**src/rtl/sdp_ram_arbiter.sv**
```systemverilog
`default_nettype none
// ============================================================================
//  Module      : sdp_ram_arbiter
//  Description : Shares one simple dual-port RAM (write port A, read port B)
//                between two write clients and two read clients. Each port
//                has its own round-robin arbiter with req/gnt handshakes.
//                All RAM-side controls are registered. Read data is routed
//                back to the issuing client through a tag pipeline that
//                tracks the RAM read latency.
//                Optional macro SDP_RAM_ARB_INIT_EN adds a clear sequencer
//                that writes zero to every RAM address after reset.
//  Revision    : 1.0 - initial release
// ============================================================================
module sdp_ram_arbiter #(
   parameter int ADDR_W = 10,
   parameter int DATA_W = 32,
   parameter int RD_LAT = 1
) (
   input  logic              i_clk,
   input  logic              i_rst,
   input  logic              i_wr0_req,
   input  logic [ADDR_W-1:0] i_wr0_addr,
   input  logic [DATA_W-1:0] i_wr0_data,
   output logic              o_wr0_gnt,
   input  logic              i_wr1_req,
   input  logic [ADDR_W-1:0] i_wr1_addr,
   input  logic [DATA_W-1:0] i_wr1_data,
   output logic              o_wr1_gnt,
   input  logic              i_rd0_req,
   input  logic [ADDR_W-1:0] i_rd0_addr,
   output logic              o_rd0_gnt,
   output logic              o_rd0_valid,
   output logic [DATA_W-1:0] o_rd0_data,
   input  logic              i_rd1_req,
   input  logic [ADDR_W-1:0] i_rd1_addr,
   output logic              o_rd1_gnt,
   output logic              o_rd1_valid,
   output logic [DATA_W-1:0] o_rd1_data,
   output logic              o_ram_ena,
   output logic              o_ram_wea,
   output logic [ADDR_W-1:0] o_ram_addra,
   output logic [DATA_W-1:0] o_ram_dina,
   output logic              o_ram_enb,
   output logic [ADDR_W-1:0] o_ram_addrb,
   input  logic [DATA_W-1:0] i_ram_doutb,
   output logic              o_init_done
);

   logic              r_init_done;
   logic              w_seq_done;
   logic              w_clr_we;
   logic [ADDR_W-1:0] w_clr_addr;
   logic              w_run;

   logic              r_wr_ptr;
   logic              r_rd_ptr;
   logic              w_wr_gnt0;
   logic              w_wr_gnt1;
   logic              w_rd_gnt0;
   logic              w_rd_gnt1;

   logic              r_ram_ena;
   logic              r_ram_wea;
   logic [ADDR_W-1:0] r_ram_addra;
   logic [DATA_W-1:0] r_ram_dina;
   logic              r_ram_enb;
   logic [ADDR_W-1:0] r_ram_addrb;
   logic              r_rd_id;

   logic [RD_LAT-1:0] r_tag_vld;
   logic [RD_LAT-1:0] r_tag_id;

   logic              r_rd0_valid;
   logic              r_rd1_valid;
   logic [DATA_W-1:0] r_rd0_data;
   logic [DATA_W-1:0] r_rd1_data;

`ifdef SDP_RAM_ARB_INIT_EN
   localparam logic [ADDR_W-1:0] c_addr_last = '1;
   localparam logic [ADDR_W-1:0] c_addr_one  = {{(ADDR_W-1){1'b0}}, 1'b1};

   typedef enum logic [0:0] {
      ST_CLEAR = 1'b0,
      ST_RUN   = 1'b1
   } init_state_t;

   init_state_t       r_state;
   init_state_t       w_state_nxt;
   logic [ADDR_W-1:0] r_clr_addr;
   logic [ADDR_W-1:0] w_clr_addr_nxt;

   // Clear-sequencer state and address registers; reset restarts at address 0
   always_ff @(posedge i_clk) begin
      if (i_rst) begin
         r_state    <= ST_CLEAR;
         r_clr_addr <= '0;
      end else begin
         r_state    <= w_state_nxt;
         r_clr_addr <= w_clr_addr_nxt;
      end
   end

   // Walk every address once, then hand port A over to the clients
   always_comb begin
      w_state_nxt    = r_state;
      w_clr_addr_nxt = r_clr_addr;
      if (r_state == ST_CLEAR) begin
         w_clr_addr_nxt = r_clr_addr + c_addr_one;
         if (r_clr_addr == c_addr_last) begin
            w_state_nxt = ST_RUN;
         end
      end
   end

   assign w_clr_we   = (r_state == ST_CLEAR);
   assign w_clr_addr = r_clr_addr;
   assign w_seq_done = (r_state == ST_RUN);
`else
   assign w_clr_we   = 1'b0;
   assign w_clr_addr = '0;
   assign w_seq_done = 1'b1;
`endif

   // Clients are served once the block is out of reset and any clear is finished
   always_ff @(posedge i_clk) begin
      if (i_rst) begin
         r_init_done <= 1'b0;
      end else begin
         r_init_done <= w_seq_done;
      end
   end

   // Reset is folded in so no grant can appear while reset is held
   assign w_run = r_init_done & ~i_rst;

   // Round-robin: a lone requester wins; on contention the pointer's client wins
   assign w_wr_gnt0 = w_run & i_wr0_req & (~i_wr1_req | ~r_wr_ptr);
   assign w_wr_gnt1 = w_run & i_wr1_req & (~i_wr0_req |  r_wr_ptr);
   assign w_rd_gnt0 = w_run & i_rd0_req & (~i_rd1_req | ~r_rd_ptr);
   assign w_rd_gnt1 = w_run & i_rd1_req & (~i_rd0_req |  r_rd_ptr);

   // Any grant hands priority to the other client next time
   always_ff @(posedge i_clk) begin
      if (i_rst) begin
         r_wr_ptr <= 1'b0;
         r_rd_ptr <= 1'b0;
      end else begin
         if (w_wr_gnt0) begin
            r_wr_ptr <= 1'b1;
         end else if (w_wr_gnt1) begin
            r_wr_ptr <= 1'b0;
         end
         if (w_rd_gnt0) begin
            r_rd_ptr <= 1'b1;
         end else if (w_rd_gnt1) begin
            r_rd_ptr <= 1'b0;
         end
      end
   end

   // Port A controls: clear sequencer has priority, address/data hold when idle
   always_ff @(posedge i_clk) begin
      if (i_rst) begin
         r_ram_ena   <= 1'b0;
         r_ram_wea   <= 1'b0;
         r_ram_addra <= '0;
         r_ram_dina  <= '0;
      end else if (w_clr_we) begin
         r_ram_ena   <= 1'b1;
         r_ram_wea   <= 1'b1;
         r_ram_addra <= w_clr_addr;
         r_ram_dina  <= '0;
      end else if (w_wr_gnt0 | w_wr_gnt1) begin
         r_ram_ena   <= 1'b1;
         r_ram_wea   <= 1'b1;
         r_ram_addra <= w_wr_gnt0 ? i_wr0_addr : i_wr1_addr;
         r_ram_dina  <= w_wr_gnt0 ? i_wr0_data : i_wr1_data;
      end else begin
         r_ram_ena   <= 1'b0;
         r_ram_wea   <= 1'b0;
      end
   end

   // Port B controls plus the id of the client that issued this read
   always_ff @(posedge i_clk) begin
      if (i_rst) begin
         r_ram_enb   <= 1'b0;
         r_ram_addrb <= '0;
         r_rd_id     <= 1'b0;
      end else if (w_rd_gnt0 | w_rd_gnt1) begin
         r_ram_enb   <= 1'b1;
         r_ram_addrb <= w_rd_gnt0 ? i_rd0_addr : i_rd1_addr;
         r_rd_id     <= w_rd_gnt1;
      end else begin
         r_ram_enb   <= 1'b0;
      end
   end

   // Tag shift register follows each read through the RAM latency
   always_ff @(posedge i_clk) begin
      if (i_rst) begin
         r_tag_vld <= '0;
         r_tag_id  <= '0;
      end else begin
         r_tag_vld[0] <= r_ram_enb;
         r_tag_id[0]  <= r_rd_id;
         for (int i = 1; i < RD_LAT; i++) begin
            r_tag_vld[i] <= r_tag_vld[i-1];
            r_tag_id[i]  <= r_tag_id[i-1];
         end
      end
   end

   // Steer RAM output to the owning client; data holds between valids
   always_ff @(posedge i_clk) begin
      if (i_rst) begin
         r_rd0_valid <= 1'b0;
         r_rd1_valid <= 1'b0;
         r_rd0_data  <= '0;
         r_rd1_data  <= '0;
      end else begin
         r_rd0_valid <= r_tag_vld[RD_LAT-1] & ~r_tag_id[RD_LAT-1];
         r_rd1_valid <= r_tag_vld[RD_LAT-1] &  r_tag_id[RD_LAT-1];
         if (r_tag_vld[RD_LAT-1] & ~r_tag_id[RD_LAT-1]) begin
            r_rd0_data <= i_ram_doutb;
         end
         if (r_tag_vld[RD_LAT-1] & r_tag_id[RD_LAT-1]) begin
            r_rd1_data <= i_ram_doutb;
         end
      end
   end

   assign o_wr0_gnt   = w_wr_gnt0;
   assign o_wr1_gnt   = w_wr_gnt1;
   assign o_rd0_gnt   = w_rd_gnt0;
   assign o_rd1_gnt   = w_rd_gnt1;
   assign o_rd0_valid = r_rd0_valid;
   assign o_rd1_valid = r_rd1_valid;
   assign o_rd0_data  = r_rd0_data;
   assign o_rd1_data  = r_rd1_data;
   assign o_ram_ena   = r_ram_ena;
   assign o_ram_wea   = r_ram_wea;
   assign o_ram_addra = r_ram_addra;
   assign o_ram_dina  = r_ram_dina;
   assign o_ram_enb   = r_ram_enb;
   assign o_ram_addrb = r_ram_addrb;
   assign o_init_done = r_init_done;

endmodule
`default_nettype wire

```
**config.mk**
```make
export PLATFORM = sky130hd
export DESIGN_NAME = sdp_ram_arbiter
export DESIGN_NICKNAME = d
export VERILOG_FILES = /design/src/rtl/sdp_ram_arbiter.sv
export SDC_FILE = /design/constraint.sdc
export NUM_CORES = 1
export LEC_CHECK = 0
export CORE_AREA = 10 10 122 124
export CTS_CLUSTER_DIAMETER = 60
export DETAILED_ROUTE_END_ITERATION = 10
export DIE_AREA = 0 0 132 134
export PLACE_DENSITY = 0.82
export SYNTH_ARGS = -nofsm -noshare
export SYNTH_HDL_FRONTEND = slang
export SYNTH_SLANG_ARGS = --single-unit
```
**constraint.sdc**
```tcl
create_clock -name i_clk -period 5.5 [get_ports i_clk]
set_clock_uncertainty 0.1 [all_clocks]
set_input_delay 1.65 -clock i_clk [delete_from_list [all_inputs] [get_ports i_clk]]
set_output_delay 1.65 -clock i_clk [all_outputs]
set_load 0.05 [all_outputs]
```
==> qor.txt <==
status = finished clean
Setup WS pre-CTS = 0.663 ns
Worst EP required = 3.75 ns
largest net degree at the start of global routing = 100
CTS buffer count = 17
slowest stage delay, CP = 0.58 ns
IO buf count = 267
Worst R2R Path Depth = 4
Std-Cell Core Area = 12500 sq um
CTS Hold Bufs = 0
crit end category = primary output
DP Cell Count = 1008
fin util = 0.698
syn_area_per_cell = 8.54 sq um
Finish-stage setup viols = 0
P_leak = 2.86 nW
worst hold-check path type = register to register
Worst path depth = 5
H-Tree Depth = 4
CTS clk-pin slew, worst paths = 0.06 ns
diodes inserted = 0
Overflow after GRT = 0
sequential cell area fraction in the yosys report = 0.468
fin. max-slew vios = 0
fmax = 206 MHz
Setup TNS = 0 ns
Worst setup SP type = input port
detailed-route wire length = 21200 microns
Slew HR = 0.202
first-pass GRT wire length = 32500 microns
crit-path max FO = 15
number of global-route vias before repair = 5954
placer congestion estimate = 0.909
Placed Area = 8070 sq um
Final Cell Area = 8710 sq um
worst setup path class = input port to primary output
GRT Total Usage = 0.227
Die W = 132 microns
CTS tree = built
period utilization = 0.882
Syn Nets = 773
post-route antenna net violation count = 0
number of synthesized flops with an enable pin = 0
count of final hold-check violations = 0
initial antenna violation count = 0
flop2flop setup slack = 2.59 ns
Root Buffer Master = clkbuf_16
post_cts resized = 0
drt first pass iters = 6
Yosys warning total = 0
# rows = 41
clk sinks = 126
Die H = 134 microns
slowest CP cell = clkdlybuf4s50_1
maxcap violations = 0
Arrival @ worst endpoint = 3.10 ns
WHS Path Cells = 2
setup ws final = 0.651 ns
worst skew pair latency = 0.41 ns
cell area after synthesis = 5390 sq um
post-synthesis cell count = 631
vias post-DR = 5867
share of layout cells above drive strength 1 = 0.107
Synth Register Bits = 126
Min Hold Slack = 0.353 ns
RSZ-0062 raised after global routing = no
CTS Buffer Depth = 2
largest delay contributor family on the critical path = buffers and inverters
CP cell instances = clkdlybuf4s50_1 -> buf_4 -> a21bo_2 -> nor2_1 -> buf_12
Layout area overhead = 61.6%
Iter 0 DRT Violations = 404
PwrDens = 305 nW/um^2
total power = 2.66 mW
measured slew at the worst slew-check pin = 1.19 ns
I/O Pins = 268
Initial Utilization = 0.432
routed len/inst = 20.4 microns
post-route minimum period = 4.85 ns
Total Die Area = 17700 sq um
Post-DP HPWL = 15200 microns
fillers = 963
fin cells = 1039
Post-route DRC = 0
Final nets = 997
vias per cell = 5.65
VDD IR-drop max = 0.000166 V
most common flop cell mapped by yosys = dfxtp_1
# Post-CTS Setup Buffers = 0
buffers and inverters on the worst path = 3
ys async rst share = 0
Distinct cells, synth = 27
[cell usage after synthesis, types with 2 or more instances]
master / count / area, sq um
o21ai_0: 42 / 210
a311oi_1: 14 / 123
nand4_1: 42 / 263
and2_1: 2 / 12.5
buf_1: 6 / 22.5
clkbuf_1: 51 / 191
nor2b_1: 4 / 25.0
buf_6: 6 / 67.6
dfxtp_1: 126 / 2520
nor2_1: 3 / 11.3
nand3_1: 10 / 50.1
inv_1: 4 / 15.0
buf_2: 8 / 40.0
a21bo_2: 2 / 20.0
o21ai_1: 10 / 50.1
a311oi_2: 39 / 586
nand2_1: 131 / 492
buf_4: 3 / 22.5
or2_1: 2 / 12.5
a21oi_1: 117 / 586
nand2b_1: 3 / 18.8
[cells in the final DEF, fill, tap and decap left out, types with 3 or more instances in the layout]
cell type | synthesis | final
bufinv_16 | 0 | 4
inv_6 | 0 | 3
o21ai_0 | 42 | 42
buf_12 | 0 | 4
nand3_1 | 10 | 10
a311oi_1 | 14 | 14
nor2_1 | 3 | 3
o21ai_1 | 10 | 10
nand4_1 | 42 | 42
inv_1 | 4 | 4
a21oi_1 | 117 | 117
buf_4 | 3 | 13
a311oi_2 | 39 | 39
nand2_1 | 131 | 131
dfxtp_1 | 126 | 126
clkdlybuf4s50_1 | 0 | 262
clkbuf_16 | 0 | 17
[layer usage]
| layer | up-vias | wire length [microns] | track usage |
|---|---|---|---|
| li1 | 2727 | - | - |
| met1 | 2768 | 8030 | 0.237 |
| met2 | 327 | 10300 | 0.390 |
| met3 | 45 | 2220 | 0.100 |
| met4 | 0 | 680 | 0.0995 |
| met5 | - | 0 | 0 |
[flip-flops by register name (all words and copies together), names as in the netlist, 10 cells and up]
register / count
o_rd1_data: 32
o_ram_addra: 10
o_ram_dina: 32
o_rd0_data: 32
o_ram_addrb: 10
[report_power, final]
group / internal, mW / total (mW) / switching (mW)
logic: 0.200 / 0.486 / 0.285
clock network: 0.785 / 1.20 / 0.417
registers: 0.950 / 0.971 / 0.0214
total: 1.94 / 2.66 / 0.724
[area by class of cell]
cell class | count | area (sq um) | area share
Multi-Input combinational cell | 427 | 2520 | 0.289
Tap cell | 172 | 215 | 0.0247
Sequential cell | 126 | 2520 | 0.290
Clock buffer | 19 | 453 | 0.0520
Clock inverter | 12 | 184 | 0.0211
Inverter | 4 | 15.0 | 0.00172
Timing Repair Buffer | 279 | 2800 | 0.322
[cells by family (layout without fill, tap and decap cells)]
group,after synthesis,after routing,share of synthesized area
buf+inv,78,314,0.0667
compound gates,228,228,0.298
simple gates,199,199,0.167
flops,126,126,0.468
[worst min-delay path, stage by stage (launching register included)]
cell and delay [ns]:
dfxtp_1 0.31, nand2_1 0.05, a21oi_1 0.05
[path summary, 6_finish.rpt]
kind                                end                        from
max                           o_wr0_gnt                   i_wr0_req
min          o_rd0_data[7]$_SDFFE_PP0P_  o_rd0_data[7]$_SDFFE_PP0P_
max reg2reg  o_ram_dina[8]$_SDFFE_PP0P_         o_init_done$_DFF_P_
min reg2reg  o_rd0_data[7]$_SDFFE_PP0P_  o_rd0_data[7]$_SDFFE_PP0P_
(Power assumes the default switching activity.)
